### src/rtl/cclaa_pkg.sv
// cclaa_pkg: shared constants and elaboration helpers for the pipelined
// carry look-ahead adder/subtractor.
//   chunk_width()  : chunk width C = W/S
//   params_legal() : W must be a positive multiple of 4*S
//   MODE_ADD/SUB   : encoding of the per-transaction sub input
package cclaa_pkg;

  localparam logic MODE_ADD = 1'b0;
  localparam logic MODE_SUB = 1'b1;

  function automatic int chunk_width(input int w, input int s);
    return w / s;
  endfunction

  function automatic bit params_legal(input int w, input int s);
    return (s > 0) && (w > 0) && ((w % (4 * s)) == 0);
  endfunction

endpackage

### src/rtl/cclaa_chunk.sv
// cclaa_chunk: combinational C-bit adder built from 4-bit carry look-ahead
// groups; group carries cascade from group to group.
// Ports:
//   ci    in  1  carry into bit 0
//   a, b  in  C  addends
//   s     out C  sum
//   co    out 1  carry out of bit C-1
//   c_msb out 1  carry into bit C-1 (signed-overflow detection)
module cclaa_chunk #(
  parameter int C = 64
) (
  input  logic         ci,
  input  logic [C-1:0] a,
  input  logic [C-1:0] b,
  output logic [C-1:0] s,
  output logic         co,
  output logic         c_msb
);
  localparam int NG = C / 4;

  logic [C-1:0] p, g;
  logic [C:0]   c_int;

  assign p = a ^ b;
  assign g = a & b;

  // Each group resolves its internal carries directly from the group
  // carry-in; only the group carry (G | P&cin) chains to the next group.
  always_comb begin
    logic       cg;
    logic [3:0] pp, gg;
    c_int = '0;
    cg    = ci;
    pp    = '0;
    gg    = '0;
    for (int q = 0; q < NG; q++) begin
      pp = p[4*q +: 4];
      gg = g[4*q +: 4];
      c_int[4*q]   = cg;
      c_int[4*q+1] = gg[0] | (pp[0] & cg);
      c_int[4*q+2] = gg[1] | (pp[1] & gg[0]) | (pp[1] & pp[0] & cg);
      c_int[4*q+3] = gg[2] | (pp[2] & gg[1]) | (pp[2] & pp[1] & gg[0])
                   | (pp[2] & pp[1] & pp[0] & cg);
      cg = gg[3] | (pp[3] & gg[2]) | (pp[3] & pp[2] & gg[1])
         | (pp[3] & pp[2] & pp[1] & gg[0]) | (&pp & cg);
    end
    c_int[C] = cg;
  end

  assign s     = p ^ c_int[C-1:0];
  assign co    = c_int[C];
  assign c_msb = c_int[C-1];

endmodule

### src/rtl/cclaa_pipe_addsub.sv
// cclaa_pipe_addsub: S-stage pipelined W-bit add/sub. Chunk k of the operands
// is skewed k cycles, added in stage k with the registered carry of stage
// k-1, and its sum deskewed S-1-k cycles so a whole result lands together.
// Global stall: every register advances only when adv = ~out_valid | out_ready.
// Latency S, throughput 1/cycle.
// Ports:
//   clk, rst            clock, synchronous active-high reset
//   in_valid/in_ready   input handshake (in_ready = adv)
//   sub, ci             mode (0 add, 1 sub) and carry/borrow in
//   ain, bin            W-bit operands
//   out_valid/out_ready output handshake; result held until taken
//   sum, co             result mod 2^W; add: carry, sub: 1 = no borrow
//   ovf                 signed overflow, present only with CCLAA_PIPE_OVF_EN
// Optional feature macro: CCLAA_PIPE_OVF_EN
module cclaa_pipe_addsub
  import cclaa_pkg::*;
#(
  parameter int W = 256,
  parameter int S = 4
) (
  input  logic         clk,
  input  logic         rst,
  input  logic         in_valid,
  output logic         in_ready,
  input  logic         sub,
  input  logic         ci,
  input  logic [W-1:0] ain,
  input  logic [W-1:0] bin,
  output logic         out_valid,
  input  logic         out_ready,
  output logic [W-1:0] sum,
  output logic         co
`ifdef CCLAA_PIPE_OVF_EN
  ,
  output logic         ovf
`endif
);
  localparam int C = chunk_width(W, S);

  if (!params_legal(W, S)) begin : g_param_err
    $error("cclaa_pipe_addsub: W must be a positive multiple of 4*S");
  end

  logic                adv;
  logic [S:0]          vld_d, vld_q;   // slot S is the output register
  logic [S-1:0]        sub_d, sub_q;
  logic [S-1:0]        cy_d, cy_q;     // [0]: raw ci, [k]: carry out of stage k-1
  logic                co_d, co_q;
  logic [S-1:0]        st_ci, st_co, st_cmsb;
  logic [S-1:0][C-1:0] st_s;
  logic                unused_cmsb;

  assign adv       = ~vld_q[S] | out_ready;
  assign in_ready  = adv;
  assign out_valid = vld_q[S];
  assign co        = co_q;

  always_comb begin
    vld_d = vld_q;
    sub_d = sub_q;
    cy_d  = cy_q;
    co_d  = co_q;
    if (adv) begin
      vld_d    = {vld_q[S-1:0], in_valid};
      sub_d[0] = sub;
      cy_d[0]  = ci;
      for (int k = 1; k < S; k++) begin
        sub_d[k] = sub_q[k-1];
        cy_d[k]  = st_co[k-1];
      end
      // Output flops only take valid slots; bubbles leave sum/co untouched.
      if (vld_q[S-1]) co_d = st_co[S-1];
    end
  end

  always_ff @(posedge clk) begin
    if (rst) begin
      vld_q <= '0;
      sub_q <= '0;
      cy_q  <= '0;
      co_q  <= 1'b0;
    end else begin
      vld_q <= vld_d;
      sub_q <= sub_d;
      cy_q  <= cy_d;
      co_q  <= co_d;
    end
  end

  for (genvar k = 0; k < S; k++) begin : g_ch
    // a_q/b_q[i]: operand chunk k sitting in slot i (stage k reads slot k).
    // s_q[j]: sum chunk k in slot k+1+j; s_q[S-1-k] is the output register.
    logic [k:0][C-1:0]     a_in, a_d, a_q, b_in, b_d, b_q;
    logic [S-1-k:0][C-1:0] s_in, s_d, s_q;
    logic [C-1:0]          b_eff;

    if (k == 0) begin : g_head
      assign a_in     = ain[C-1:0];
      assign b_in     = bin[C-1:0];
      assign st_ci[0] = (sub_q[0] == MODE_ADD) ? cy_q[0] : ~cy_q[0];
    end else begin : g_body
      assign a_in     = {a_q[k-1:0], ain[k*C +: C]};
      assign b_in     = {b_q[k-1:0], bin[k*C +: C]};
      assign st_ci[k] = cy_q[k];
    end

    if (k == S-1) begin : g_tail
      assign s_in = st_s[k];
    end else begin : g_deskew
      assign s_in = {s_q[S-2-k:0], st_s[k]};
    end

    assign b_eff = (sub_q[k] == MODE_SUB) ? ~b_q[k] : b_q[k];

    cclaa_chunk #(.C(C)) u_chunk (
      .ci    (st_ci[k]),
      .a     (a_q[k]),
      .b     (b_eff),
      .s     (st_s[k]),
      .co    (st_co[k]),
      .c_msb (st_cmsb[k])
    );

    always_comb begin
      a_d = a_q;
      b_d = b_q;
      s_d = s_q;
      if (adv) begin
        a_d = a_in;
        b_d = b_in;
        for (int j = 0; j < S-1-k; j++) s_d[j] = s_in[j];
        if (vld_q[S-1]) s_d[S-1-k] = s_in[S-1-k];
      end
    end

    always_ff @(posedge clk) begin
      if (rst) begin
        a_q <= '0;
        b_q <= '0;
        s_q <= '0;
      end else begin
        a_q <= a_d;
        b_q <= b_d;
        s_q <= s_d;
      end
    end

    assign sum[k*C +: C] = s_q[S-1-k];
  end

`ifdef CCLAA_PIPE_OVF_EN
  logic ovf_d, ovf_q;

  always_comb begin
    ovf_d = ovf_q;
    if (adv && vld_q[S-1]) ovf_d = st_cmsb[S-1] ^ st_co[S-1];
  end

  always_ff @(posedge clk) begin
    if (rst) ovf_q <= 1'b0;
    else     ovf_q <= ovf_d;
  end

  assign ovf = ovf_q;
`endif

  // Only the top chunk's MSB carry is meaningful.
  assign unused_cmsb = ^st_cmsb;

endmodule

### config.mk
export PLATFORM = sky130hd
export DESIGN_NAME = cclaa_pipe_addsub
export DESIGN_NICKNAME = d
export VERILOG_FILES = /design/src/rtl/cclaa_pkg.sv /design/src/rtl/cclaa_chunk.sv /design/src/rtl/cclaa_pipe_addsub.sv
export SDC_FILE = /design/constraint.sdc
export NUM_CORES = 2
export LEC_CHECK = 0
export BUFFER_PORTS_ARGS = -buffer_cell sky130_fd_sc_hd__buf_2
export CAP_MARGIN = 20
export CORE_UTILIZATION = 55
export CTS_CLUSTER_DIAMETER = 150
export CTS_CLUSTER_SIZE = 28
export DETAILED_ROUTE_END_ITERATION = 10
export GPL_ROUTABILITY_DRIVEN = 0
export GPL_TIMING_DRIVEN = 0
export MAX_ROUTING_LAYER = met4
export PLACE_DENSITY = 0.73
export SETUP_SLACK_MARGIN = 0.5
export SLEW_MARGIN = 20
export SYNTH_ARGS = -nofsm -noshare
export SYNTH_HDL_FRONTEND = slang
export SYNTH_HIERARCHICAL = 1
export SYNTH_SLANG_ARGS = --single-unit
### constraint.sdc
create_clock -name clk -period 10.45 [get_ports clk]
set_input_delay 2.09 -clock clk [delete_from_list [all_inputs] [get_ports clk]]
set_output_delay 2.09 -clock clk [all_outputs]
set_load 0.1 [all_outputs]
[Yosys cells after proc, flatten, opt, wreduce, memory -nomap -nowiden]
Cells that the tools add are included.
Storage, ports and cells
  register bits after elaboration: 1934
  bits of input ports: 518
  output and inout port bits: 259
  logic and storage cells: 1723
Operators by class
  mux-type cells: 5
  bitwise operators: 1619
  reduce and logical (&&, ||, !) cells: 65
Operators with widths (number)
  1-bit AND: 960
  1-bit bitwise OR: 641
  64-bit bitwise XOR: 8
  64-bit AND: 4
  64-bit 2-to-1 mux: 4
  64-bit inverter: 4
  4-bit AND reduction: 64
  1-bit inverter: 2
  2-bit AND reduction: 1
  1-bit 2-to-1 mux: 1

[Depth between registers and ports, before layout]
  word-level depth: 39
  gate-level depth with buffers: 17
  mapped depth without buffers: 15

[Cells and area by module]
Netlist, hierarchy kept.
Modules (own cells, without submodules)
  cclaa_pipe_addsub: instances 1, cells an instance 8726, area an instance 69294.0 um^2, seq. area each 38717.1 um^2
  cclaa_chunk (g_ch[0].u_chunk ...): instances 2, cells an instance 366, area an instance 2937.8 um^2, seq. area each 0.0 um^2
  cclaa_chunk (g_ch[2].u_chunk): instances 1, cells an instance 331, area an instance 2731.4 um^2, seq. area each 0.0 um^2
  cclaa_chunk (g_ch[3].u_chunk): instances 1, cells an instance 324, area an instance 2686.3 um^2, seq. area each 0.0 um^2

[Least setup slack after synthesis]
Ideal clock, no wire load.
  path kind: input to output
  start point: input port out_ready
  end point: output port in_ready
  arrival: 2.963 ns
  required time: 8.360 ns
  slack: 5.397 ns
  stages on the path: 5
  path buffers: 3
  path through: nor2b_4 buf_6 inv_4 buf_2 buf_2
Between the ends
  longest elaborated chain between the ends: 1
Ends and longest elaborated chain
  from (decl): RTL line cclaa_pipe_addsub.sv:30  | input logic out_ready,
  1-bit bitwise OR: RTL line cclaa_pipe_addsub.sv:53  | assign adv = ~vld_q[S] | out_ready;
  to (decl): RTL line cclaa_pipe_addsub.sv:24  | output logic in_ready,
No other way between the ends.

[Final worst setup path]
Same ends and word-level chain as after synthesis.

==> results.yml <==
outcome:
  outcome: "finished clean"
worst_setup_path:
  setup.worst_path.end_class: "output port"
  path_cells: "buf_2 > nor2b_4 > buf_6 > inv_4 > buf_2 > buf_2 > buf_2"
  worstPathMaxFanout: 10
  crit_top_cell: "buf_2"
  reg2reg_from: "sub_q[2]"
  rr_endpoint: "g_ch[2].s_in[125]"
  cp-start-kind: "input pin"
  max_stage_delay_ps: 480
  cp-startpoint: "out_ready"
  crit_path_top_delay_cell: "buf_2"
  required_ps: 8360
  r2r_cells: 16
  crit_cells: 7
  crit_arrival_ps: 3810
  r2r_slack_ps: 5360
  critPathKind: "in -> out"
  cp_top_family: "buffers and inverters"
  crit_buf_inv: 6
  cp-endpoint: "in_ready"
power_and_ir_drop:
  swShare_pct: 25.8
  power.switching_mw: 3.35
  ir_drop_uv: 118
  leakage_nw: 38.5
  finalPower_mw: 13.0
  p_int_mw: 9.63
  pwr-share-seq_pct: 61.1
  combPwrFrac_pct: 10.1
  clock_power_share_pct: 28.8
  cellPowerDensity_mw_per_mm2: 146
clock_network:
  ctsResizeCount: 0
  cts.sinks: 1934
  ctsHtreeMaxLevel: 3
  ctsLongestPathBuffers: 3
  numCtsBuffers: 79
  cts_setup_buffers: 0
  cts_hold_buf: 0
  clk_pin_slew_ps: 100
  cts_tree: "yes"
  clock-root-buffer: "clkbuf_16"
  insertion_delay_ps: 730
route:
  drt-vias-per-instance: 5.54
  dr.pass1.iters: 6
  via_count: 71549
  drt-initial-drc-count: 5357
  ant_nets: 0
  wl_per_cell_um: 19.3
  drc: 0
  routed_wl_mm: 249
floorplanning:
  num_io_pins: 777
  row_count: 140
  die_area_mm2: 0.148
  core_area_mm2: 0.146
  dieHeight_um: 385
  die_w_um: 385
  start_util_pct: 55.4
finish:
  fin_nets: 11807
  layout_common_cells: "3444 x nand2_1, 2077 x a21oi_1, 1934 x dfxtp_1"
  fin_cells: 12919
  syn2layout_area_growth_pct: 10.5
  final_common_cell: "nand2_1"
  drive_gt1_share_pct: 12.2
timing:
  setup_ws_ps: 4550
  slew_violations: 0
  setup_violations: 0
  slew_headroom_pct: 25.3
  tightest_slew_ps: 1120
  fin_crit_sh_pct: 56.5
  setup_tns_ps: 0
  hold_ws_ps: 430
  period_needed_ps: 5900
  fmax_mhz: 169
  rsz0062_at_grt: "no"
  hold_viol_final: 0
  skew_ps: 30.2
grt:
  overflow: 0
  first_global_vias: 67148
  grt_pass1_wl_mm: 372
  grt_max_degree: 29
  antenna_found_initial: 35
  track_usage_pct: 33.3
yosys:
  syn_area_per_cell_um2: 7.97
  yosys_warnings: 6
  synth_nets: 10950
  netlist_area_mm2: 0.0806
  synth_cells: 10112
placement:
  portBuffers: 775
  pre_cts_slack_ps: 4540
  dpl.cell_count: 12805
  dpl.hpwl_mm: 198
worst_hold_path:
  hp-class: "reg -> reg"
run:
  maxCapViolations: 0
worst reg2reg max path: cells and delay by family, from the launching register on:
family,cells,cell delay [ps]
adders and majority gates,2,400
AOI/OAI and AO/OA,8,2330
DFF,1,320
and+or+nand+nor,1,100
xor gates and xnor gates,2,640
buffers and inverters,3,1250
per-layer routing:
metal	track usage, %	vias to the layer above	share of wire [%]	wire (µm)
li1	-	35126	-	-
met1	40.5	33733	41	101000
met2	54.0	2212	47	116000
met3	6.12	478	7.5	18700
met4	14.6	0	5.1	12700
met5	-	-	0	0
layout make-up:
| class | count | area, µm² |
|---|---|---|
| Sequential cell | 1934 | 38700 |
| Tap cell | 1917 | 2400 |
| Multi-Input combinational cell | 7366 | 38100 |
| Timing Repair Buffer | 776 | 3880 |
| Clock inverter | 4 | 63.8 |
| Inverter | 73 | 277 |
| Clock buffer | 82 | 2050 |
| Buffer | 739 | 3500 |
| Fill cell | 13277 | 56500 |
| Antenna cell | 28 | 70.1 |
state kept, by name, indices dropped and copies added, names as in the netlist:
signal and cells:
g_ch.a_in 384, g_ch.a_q 256, co 1, vld_q 5, g_ch.b_q 256, g_ch.s_q 64, sub_q 4, cy_q 4
g_ch.s_in 384, g_ch.b_in 384, sum 192
worst min-delay path by stage:
stage                        endpoint  slack [ps]  depth (start not counted)              start
CTS                  g_ch[1].b_q[102]         440                          2  g_ch[1].b_in[102]
global placement             vld_q[2]         440                          2           vld_q[2]
global route         g_ch[1].b_q[102]         450                          2  g_ch[1].b_in[102]
floorplan           g_ch[2].s_in[127]         430                          2  g_ch[2].s_in[127]
detailed placement   g_ch[2].a_q[183]         440                          2  g_ch[2].a_in[183]
finish               g_ch[1].b_q[102]         430                          2  g_ch[1].b_in[102]
metrics by stage:
| stage | cell area (µm²) | utilization, % |
|---|---|---|
| floorplan | 80600 | - |
| global placement | 86900 | 59.7 |
| detailed placement | 86900 | 59.7 |
| CTS | 89000 | 61.1 |
| global route | 89000 | 61.2 |
| finish | 89100 | 61.2 |
power by group through the flow:
stage	combinational [mW]	sequential [mW]	clock, mW
after floorplan	0.855	8.04	0
after global placement	1.26	8.08	0
after detailed placement	1.30	8.09	0
after CTS	1.31	7.93	3.78
after global routing	1.45	7.96	4.04
final	1.31	7.93	3.74
Note: power is estimated with default switching activity, not from simulation.
